<file path="src/rtl/conv_encoder_sweep_if.sv">
// Handshake and output bundle between the encoder and its
// data source / branch metric consumer.
interface conv_encoder_sweep_if;
  logic        i_start;
  logic [1:0]  i_data;
  logic        i_valid;
  logic        i_last;
  logic        o_ready;
  logic [15:0] o_mux;
  logic        o_sweep_en;
  logic [5:0]  o_code;
  logic        o_code_valid;
  logic        o_tail;
  logic        o_busy;
  logic        o_done;

  modport master (
    output i_start, i_data, i_valid, i_last,
    input  o_ready, o_mux, o_sweep_en, o_code,
    input  o_code_valid, o_tail, o_busy, o_done
  );

  modport slave (
    input  i_start, i_data, i_valid, i_last,
    output o_ready, o_mux, o_sweep_en, o_code,
    output o_code_valid, o_tail, o_busy, o_done
  );
endinterface

</file>
<file path="src/rtl/conv_encoder_sweep.sv">
// Radix-4 convolutional encoder: one-time trellis sweep for the
// branch metric table, then framed encoding with a zero tail.
module conv_encoder_sweep #(
  parameter logic [9:0] G0 = 10'h2DB,
  parameter logic [9:0] G1 = 10'h3A5,
  parameter logic [9:0] G2 = 10'h26F,
  parameter logic [9:0] G3 = 10'h31D,
  parameter logic [9:0] G4 = 10'h2B3,
  parameter logic [9:0] G5 = 10'h3C9
) (
  input logic clk,
  input logic rst,
  conv_encoder_sweep_if.slave bus
);

  typedef enum logic [2:0] {
    IDLE, SWEEP, ENCODE, FLUSH, DONE
  } fsm_t;

  fsm_t        fsm_q, fsm_d;
  logic [9:0]  cnt_q, cnt_d;
  logic [7:0]  st_q, st_d;
  logic        swept_q, swept_d;
  logic [1:0]  fl_q, fl_d;
  logic [15:0] mux_q, mux_d;
  logic        sen_q, sen_d;
  logic [5:0]  code_q, code_d;
  logic        cv_q, cv_d;
  logic        tail_q, tail_d;
  logic        step;

  function automatic logic [5:0] enc(
    input logic [1:0] in,
    input logic [7:0] st
  );
    logic [9:0] v;
    v = {in, st};
    return {^(G5 & v), ^(G4 & v), ^(G3 & v),
            ^(G2 & v), ^(G1 & v), ^(G0 & v)};
  endfunction

  assign bus.o_ready      = (fsm_q == ENCODE);
  assign bus.o_busy       = (fsm_q != IDLE);
  assign bus.o_done       = (fsm_q == DONE);
  assign bus.o_mux        = mux_q;
  assign bus.o_sweep_en   = sen_q;
  assign bus.o_code       = code_q;
  assign bus.o_code_valid = cv_q;
  assign bus.o_tail       = tail_q;

  assign step = bus.i_valid && (fsm_q == ENCODE);

  always_comb begin
    fsm_d   = fsm_q;
    cnt_d   = 10'd0;
    st_d    = st_q;
    swept_d = swept_q;
    fl_d    = fl_q;
    code_d  = code_q;
    cv_d    = 1'b0;
    tail_d  = 1'b0;
    unique case (fsm_q)
      IDLE: begin
        if (bus.i_start)
          fsm_d = swept_q ? ENCODE : SWEEP;
      end
      SWEEP: begin
        if (cnt_q == 10'h3FF) begin
          swept_d = 1'b1;
          fsm_d   = ENCODE;
        end else begin
          cnt_d = cnt_q + 10'd1;
        end
      end
      ENCODE: begin
        if (step) begin
          code_d = enc(bus.i_data, st_q);
          cv_d   = 1'b1;
          st_d   = {bus.i_data, st_q[7:2]};
          if (bus.i_last) begin
            fsm_d = FLUSH;
            fl_d  = 2'd0;
          end
        end
      end
      FLUSH: begin
        code_d = enc(2'b00, st_q);
        cv_d   = 1'b1;
        tail_d = 1'b1;
        st_d   = {2'b00, st_q[7:2]};
        fl_d   = fl_q + 2'd1;
        if (fl_q == 2'd3)
          fsm_d = DONE;
      end
      DONE: begin
        st_d  = 8'h00;
        fsm_d = IDLE;
      end
      default: fsm_d = IDLE;
    endcase
    // sweep word is registered so it lines up with o_sweep_en
    sen_d = (fsm_d == SWEEP);
    mux_d = sen_d ? {cnt_d, enc(cnt_d[9:8], cnt_d[7:0])}
                  : 16'h0000;
  end

  always_ff @(posedge clk) begin
    if (rst) begin
      fsm_q   <= IDLE;
      cnt_q   <= 10'd0;
      st_q    <= 8'h00;
      swept_q <= 1'b0;
      fl_q    <= 2'd0;
      mux_q   <= 16'h0000;
      sen_q   <= 1'b0;
      code_q  <= 6'h00;
      cv_q    <= 1'b0;
      tail_q  <= 1'b0;
    end else begin
      fsm_q   <= fsm_d;
      cnt_q   <= cnt_d;
      st_q    <= st_d;
      swept_q <= swept_d;
      fl_q    <= fl_d;
      mux_q   <= mux_d;
      sen_q   <= sen_d;
      code_q  <= code_d;
      cv_q    <= cv_d;
      tail_q  <= tail_d;
    end
  end

endmodule

</file>
<file path="src/flat_wrapper.sv">
// flat-port wrapper written by rule: the top's interface ports become plain ports
module conv_encoder_sweep_flat 
#(
  parameter logic [9:0] G0 = 10'h2DB,
  parameter logic [9:0] G1 = 10'h3A5,
  parameter logic [9:0] G2 = 10'h26F,
  parameter logic [9:0] G3 = 10'h31D,
  parameter logic [9:0] G4 = 10'h2B3,
  parameter logic [9:0] G5 = 10'h3C9
)
  (clk, rst, bus_i_start, bus_i_data, bus_i_valid, bus_i_last, bus_o_ready, bus_o_mux, bus_o_sweep_en, bus_o_code, bus_o_code_valid, bus_o_tail, bus_o_busy, bus_o_done);
  conv_encoder_sweep_if bus_i ();
  input logic clk;
  input logic rst;
  input wire logic [$bits(bus_i.i_start)-1:0] bus_i_start;
  input wire logic [$bits(bus_i.i_data)-1:0] bus_i_data;
  input wire logic [$bits(bus_i.i_valid)-1:0] bus_i_valid;
  input wire logic [$bits(bus_i.i_last)-1:0] bus_i_last;
  output wire logic [$bits(bus_i.o_ready)-1:0] bus_o_ready;
  output wire logic [$bits(bus_i.o_mux)-1:0] bus_o_mux;
  output wire logic [$bits(bus_i.o_sweep_en)-1:0] bus_o_sweep_en;
  output wire logic [$bits(bus_i.o_code)-1:0] bus_o_code;
  output wire logic [$bits(bus_i.o_code_valid)-1:0] bus_o_code_valid;
  output wire logic [$bits(bus_i.o_tail)-1:0] bus_o_tail;
  output wire logic [$bits(bus_i.o_busy)-1:0] bus_o_busy;
  output wire logic [$bits(bus_i.o_done)-1:0] bus_o_done;
  assign bus_i.i_start = bus_i_start;
  assign bus_i.i_data = bus_i_data;
  assign bus_i.i_valid = bus_i_valid;
  assign bus_i.i_last = bus_i_last;
  assign bus_o_ready = bus_i.o_ready;
  assign bus_o_mux = bus_i.o_mux;
  assign bus_o_sweep_en = bus_i.o_sweep_en;
  assign bus_o_code = bus_i.o_code;
  assign bus_o_code_valid = bus_i.o_code_valid;
  assign bus_o_tail = bus_i.o_tail;
  assign bus_o_busy = bus_i.o_busy;
  assign bus_o_done = bus_i.o_done;
  conv_encoder_sweep #(.G0(G0), .G1(G1), .G2(G2), .G3(G3), .G4(G4), .G5(G5)) u_core (.clk(clk), .rst(rst), .bus(bus_i));
endmodule
</file>
<file path="config.mk">
export PLATFORM = sky130hd
export DESIGN_NAME = conv_encoder_sweep_flat
export DESIGN_NICKNAME = d
export VERILOG_FILES = /design/src/rtl/conv_encoder_sweep_if.sv /design/src/rtl/conv_encoder_sweep.sv /design/src/flat_wrapper.sv
export SDC_FILE = /design/constraint.sdc
export NUM_CORES = 1
export LEC_CHECK = 0
export ABC_AREA = 1
export BUFFER_PORTS_ARGS = -buffer_cell sky130_fd_sc_hd__buf_2
export CORE_UTILIZATION = 55
export DETAILED_ROUTE_END_ITERATION = 10
export PLACE_DENSITY = 0.77
export RECOVER_POWER = 25
export SLEW_MARGIN = 20
export SYNTH_ARGS = -nofsm -noshare
export SYNTH_HDL_FRONTEND = slang
export SYNTH_SLANG_ARGS = --single-unit
</file>
<file path="constraint.sdc">
create_clock -name clk -period 3.8 [get_ports clk]
set_input_delay 0.38 -clock clk [delete_from_list [all_inputs] [get_ports clk]]
set_output_delay 0.38 -clock clk [all_outputs]
set_load 0.05 [all_outputs]
</file>
# Yosys cells after proc, flatten, opt, wreduce, memory -nomap -nowiden
# Cells that the tools add are included.
[word_totals]
regBits = 49
in_bits = 7
out_inout_bits = 28
word_cells = 69
[op_classes]
add_sub_neg = 2
n_eq_ne = 9
muxes = 19
bitwise = 1
reduce_logical = 28
[op_table]
columns = ["operator", "count"]
rows = [
  ["$reduce_xor 10->1", 18],
  ["$pmux 8 s3", 1],
  ["$mux 10", 2],
  ["$mux 3", 5],
  ["$pmux 3 s4", 1],
  ["$pmux 6 s2", 1],
  ["$add 10x1->10 const B", 1],
  ["$eq 10x10->1 const B", 1],
  ["$mux 8", 1],
  ["$eq 3x1->1 const B", 2],
  ["$eq 3x2->1 const B", 2],
  ["$mux 2", 3],
  ["$mux 6", 1],
  ["$reduce_and 2->1", 3],
  ["$reduce_bool 3->1", 2],
  ["$pmux 2 s2", 1],
  ["$eq 3x3->1 const B", 1],
  ["$logic_not 3->1", 1],
  ["$reduce_and 3->1", 1],
  ["$add 2x1->2 const B", 1],
  ["$eq 2x2->1 const B", 1],
  ["$mux 1", 2],
  ["$ne 2x1->1 const B", 1],
  ["$ne 2x2->1 const B", 1],
  ["5 further kinds", 5],
]

# Longest topological paths before layout
[logic_depth]
word_depth = 7
mapped_depth = 14
depth_no_buf = 13

# Worst setup path after synthesis
# No wires, ideal clock.
[synth_timing]
path_kind = "flip-flop to flip-flop"
from = "register u_core.fsm_q[1]"
to = "register u_core.fsm_q[0]"
setup_time_ps = 75
arrival_time_ps = 1608
required_ps = 3725
slack_ps = 2118
path_stages_with_launch = 7
n_path_buf = 0
period_less_slack_ps = 1682
cell_sequence = "dfxtp_1 -> inv_1 -> nor2_1 -> inv_1 -> nor2_1 -> nand3_1 -> a31oi_1"
[synth_via]
elab_chain_cells = 4
elab_cells_between_ends = 7
cone_classes = "eq/ne: 3; mux: 2; reduce/logical: 2"
[synth_rtl]
columns = ["item", "line_no", "source"]
rows = [
  ["from (decl)", "conv_encoder_sweep.sv:20", "fsm_t fsm_q, fsm_d;"],
  ["from (signal assigned)", "conv_encoder_sweep.sv:120", "fsm_q <= fsm_d;"],
  ["$eq 3x2->1 *", "--", ""],
  ["net bus_o_ready", "flat_wrapper.sv:19", "output wire logic [$bits(bus_i.o_ready)-1:0] bus_o_ready;"],
  ["$logic_and 1x1->1", "conv_encoder_sweep.sv:51", "assign step = bus.i_valid && (fsm_q == ENCODE);"],
  ["$mux 3", "conv_encoder_sweep.sv:76", "if (step) begin"],
  ["$pmux 3 s4 *", "conv_encoder_sweep.sv:62", "unique case (fsm_q)"],
]
# Mark *: on every way through the listed nets, which the timed path passes. The rest lies on a longest branch.
# A chain may end at the register's enable or synchronous reset.

# Final worst setup path
[layout_timing]
from = "register u_core.cnt_q[0]"
to = "register u_core.mux_q[0] (netlist: u_core.bus.o_mux[0])"
[layout_via]
elab_chain_cells = 6
elab_cells_between_ends = 10
cone_classes = "add/sub: 1; eq/ne: 2; mux: 4; bitwise: 1; reduce/logical: 2"
[layout_rtl]
columns = ["item", "line_no", "source"]
rows = [
  ["from (decl)", "conv_encoder_sweep.sv:21", "logic [9:0] cnt_q, cnt_d;"],
  ["from (signal assigned)", "conv_encoder_sweep.sv:121", "cnt_q <= cnt_d;"],
  ["parallel branches: the longest is 6 deep, another holds $add 10x1->10", "--", ""],
  ["to (signal assigned)", "conv_encoder_sweep.sv:125", "mux_q <= mux_d;"],
  ["to (decl)", "conv_encoder_sweep.sv:25", "logic [15:0] mux_q, mux_d;"],
]
# Several ways; the timed one is not identified.

==> results.sh <==
export IMPL_criticalPathCategory="reg -> reg"
export IMPL_overflow=0
export IMPL_min_period_ns=2.25
export IMPL_peakVddDrop_uv=175
export IMPL_grt_pass1_vias=2237
export IMPL_first_iter_violations=116
export IMPL_gp_congestion=0.926
export IMPL_initial_utilization=0.573
export IMPL_ctsHoldBuffers=0
export IMPL_final_setup_worst_slack_ns=1.55
export IMPL_power_leakage_nw=1.24
export IMPL_hpwl_microns=4060
export IMPL_design_area_sq_mm=0.00276
export IMPL_synth_edff_count=0
export IMPL_cts_resized=0
export IMPL_ys_types=36
export IMPL_worstSetupEndpointType="register"
export IMPL_fp_dieArea_sq_mm=0.00481
export IMPL_synth_area_leaders="dfxtp_1, nand2_1, nor2_1"
export IMPL_wirelength_microns=5400
export IMPL_fp_coreArea_sq_mm=0.00435
export IMPL_cap_violations=0
export IMPL_worst_r2r_endpoint="u_core.bus.o_mux[0]"
export IMPL_rsz0062_at_grt="no"
export IMPL_fin_util=0.634
export IMPL_required_ns=3.99
export IMPL_stdcell_count=435
export IMPL_drive_above_1_share=0.125
export IMPL_setup_worst_path_end="u_core.bus.o_mux[0]"
export IMPL_cp_start_kind="register"
export IMPL_worst_slew_pin_slew_ns=0.693
export IMPL_nets=391
export IMPL_cts_tree="built"
export IMPL_antennaDiodeCount=0
export IMPL_synth_common_cells="nand2_1, dfxtp_1, nor2_1"
export IMPL_cpPeakStageDelay_ns=0.52
export IMPL_r2r_start="u_core.cnt_q[0]"
export IMPL_cts_setup_buffers=0
export IMPL_crit_chain="ha_1, nand2_2, nor2_2, nand3_2, nand2_4, inv_4, nand2_1, nand2_1, nand2_1, nand2_1, a21oi_1, nor2_1"
export IMPL_clk_pin_slew_worst_paths_ns=0.09
export IMPL_synth_seq_cells=49
export IMPL_r2r_cells=12
export IMPL_wl_per_cell_microns=12.4
export IMPL_viasPerCell=5.28
export IMPL_antenna_found_initial=0
export IMPL_syn_instance_count=349
export IMPL_crit_start="u_core.cnt_q[0]"
export IMPL_vias=2298
export IMPL_rows=24
export IMPL_synth_nets=358
export IMPL_die_w_microns=69.4
export IMPL_cp_max_fo=12
export IMPL_cp_arrival_ns=2.44
export IMPL_pin_count=35
export IMPL_outcome="complete, no violations"
export IMPL_async_reset_ff_frac=0
export IMPL_tns_ns=0
export IMPL_clk_latency_ns=0.30
export IMPL_drc=0
export IMPL_powerDensity_mw_per_mm2=337
export IMPL_grt_max_degree=30
export IMPL_r2r_setup_slack_ns=1.55
export IMPL_hold_slack_ns=0.382
export IMPL_hp_class="in -> reg"
export IMPL_synth_most_common_cell="nand2_1"
export IMPL_ant_nets=0
export IMPL_synth_top_area_share=0.393
export IMPL_place_inst=427
export IMPL_yosysWarnings=0
export IMPL_dp_slack_ns=1.61
export IMPL_numCtsBuffers=5
export IMPL_clockRootBuffer="clkbuf_8"
export IMPL_crit_path_frequent_cell="nand2_1"
export IMPL_final_setup_skew_ns=0.00971
export IMPL_place_area_sq_mm=0.00269
export IMPL_cts_sinks=49
export IMPL_max_freq_ghz=0.445
export IMPL_ctsHtreeMaxLevel=2
export IMPL_area_growth_pct=10.6
export IMPL_die_h_microns=69.4
export IMPL_synth_flop_cell="dfxtp_1"
export IMPL_maxSlewHeadroom=0.537
export IMPL_finalSetupViolations=0
export IMPL_drv_slew=0
export IMPL_yosysTopAreaCell="dfxtp_1"
export IMPL_synth_area_sq_mm=0.00250
export IMPL_grt_pass1_wl_microns=9580
export IMPL_crit_slowest_cell="dfxtp_1"
export IMPL_clock_path_buffers=2
export IMPL_grt_usage=0.247
export IMPL_timing_final_crit_share=0.592
export IMPL_yosysSeqAreaShare=0.393
export IMPL_avgSynthCellArea_sq_um=7.15
export IMPL_port_buffers=34
export IMPL_report_power_total_uw=931
export IMPL_dr_pass1_iters=4
export IMPL_hold_viol=0
[critical path: cells and delay by family (launching register included)]
| kind | cells | cell delay [ns] |
|---|---|---|
| compound gates | 1 | 0.13 |
| flops | 1 | 0.52 |
| simple gates | 9 | 1.14 |
| fa+ha+maj | 1 | 0.29 |
| buf+inv | 1 | 0.07 |
[sequential cells by signal, summed over array words and instances, names as in the netlist]
name and flops:
u_core.bus.o_mux 16, u_core.cnt_q 10, u_core.st_q 8, u_core.bus.o_code 6, u_core.fsm_q 3, u_core.fl_q 2
u_core.bus.o_code_valid 1, u_core.bus.o_sweep_en 1, u_core.bus.o_tail 1, u_core.swept_q 1
[per-layer routing]
metal,track usage,vias up,share of wire
met5,0,-,0
met1,0.305,1015,0.45
met2,0.406,74,0.46
met4,0.125,0,0.031
met3,0.0538,15,0.057
li1,-,1194,-
[placed cells by master (no fill, tap or decap), drive strengths merged, types with 4 or more instances in the layout]
master / n
nor2: 54
a21oi: 12
dfxtp: 49
nand2: 84
nand4: 12
buf: 18
xor2: 9
o21ai: 13
xnor2: 11
inv: 44
nand3: 25
clkbuf: 23
nor3: 10
a221oi: 4
[area by class of cell]
type / count / area, sq um
Fill cell: 409 / 1590
Multi-Input combinational cell: 247 / 1300
Sequential cell: 49 / 981
Inverter: 44 / 168
Timing Repair Buffer: 35 / 154
Clock buffer: 6 / 82.6
Tap cell: 52 / 65.1
Clock inverter: 2 / 13.8
[how the worst min path moves through the flow]
stage | from | endpoint | slack [ns] | cells past startpoint
2_1_floorplan | u_core.fl_q[0] | u_core.fl_q[0] | 0.43 | 1
3_3_place_gp | u_core.fl_q[0] | u_core.fl_q[0] | 0.46 | 1
3_5_place_dp | u_core.swept_q | u_core.swept_q | 0.46 | 2
4_1_cts | bus_i_data[0] | u_core.st_q[6] | 0.37 | 3
5_1_grt | bus_i_data[0] | u_core.st_q[6] | 0.39 | 3
6_report | bus_i_data[0] | u_core.st_q[6] | 0.38 | 3
[power breakdown]
part / switching, mW / total [mW] / internal, mW
registers: 0.00450 / 0.524 / 0.520
clock network: 0.168 / 0.315 / 0.148
logic: 0.0688 / 0.0913 / 0.0224
total: 0.241 / 0.931 / 0.690
[cells by family after synthesis]
logic type / after synthesis / synth area share
AO/OA/AOI/OAI: 39 / 0.0972
XOR/XNOR: 20 / 0.0732
adder cells (fa/ha/maj): 2 / 0.0100
buffers and inverters: 53 / 0.0872
flip-flops: 49 / 0.393
AND/OR/NAND/NOR: 186 / 0.339
Power figures use the tool's default switching activity.
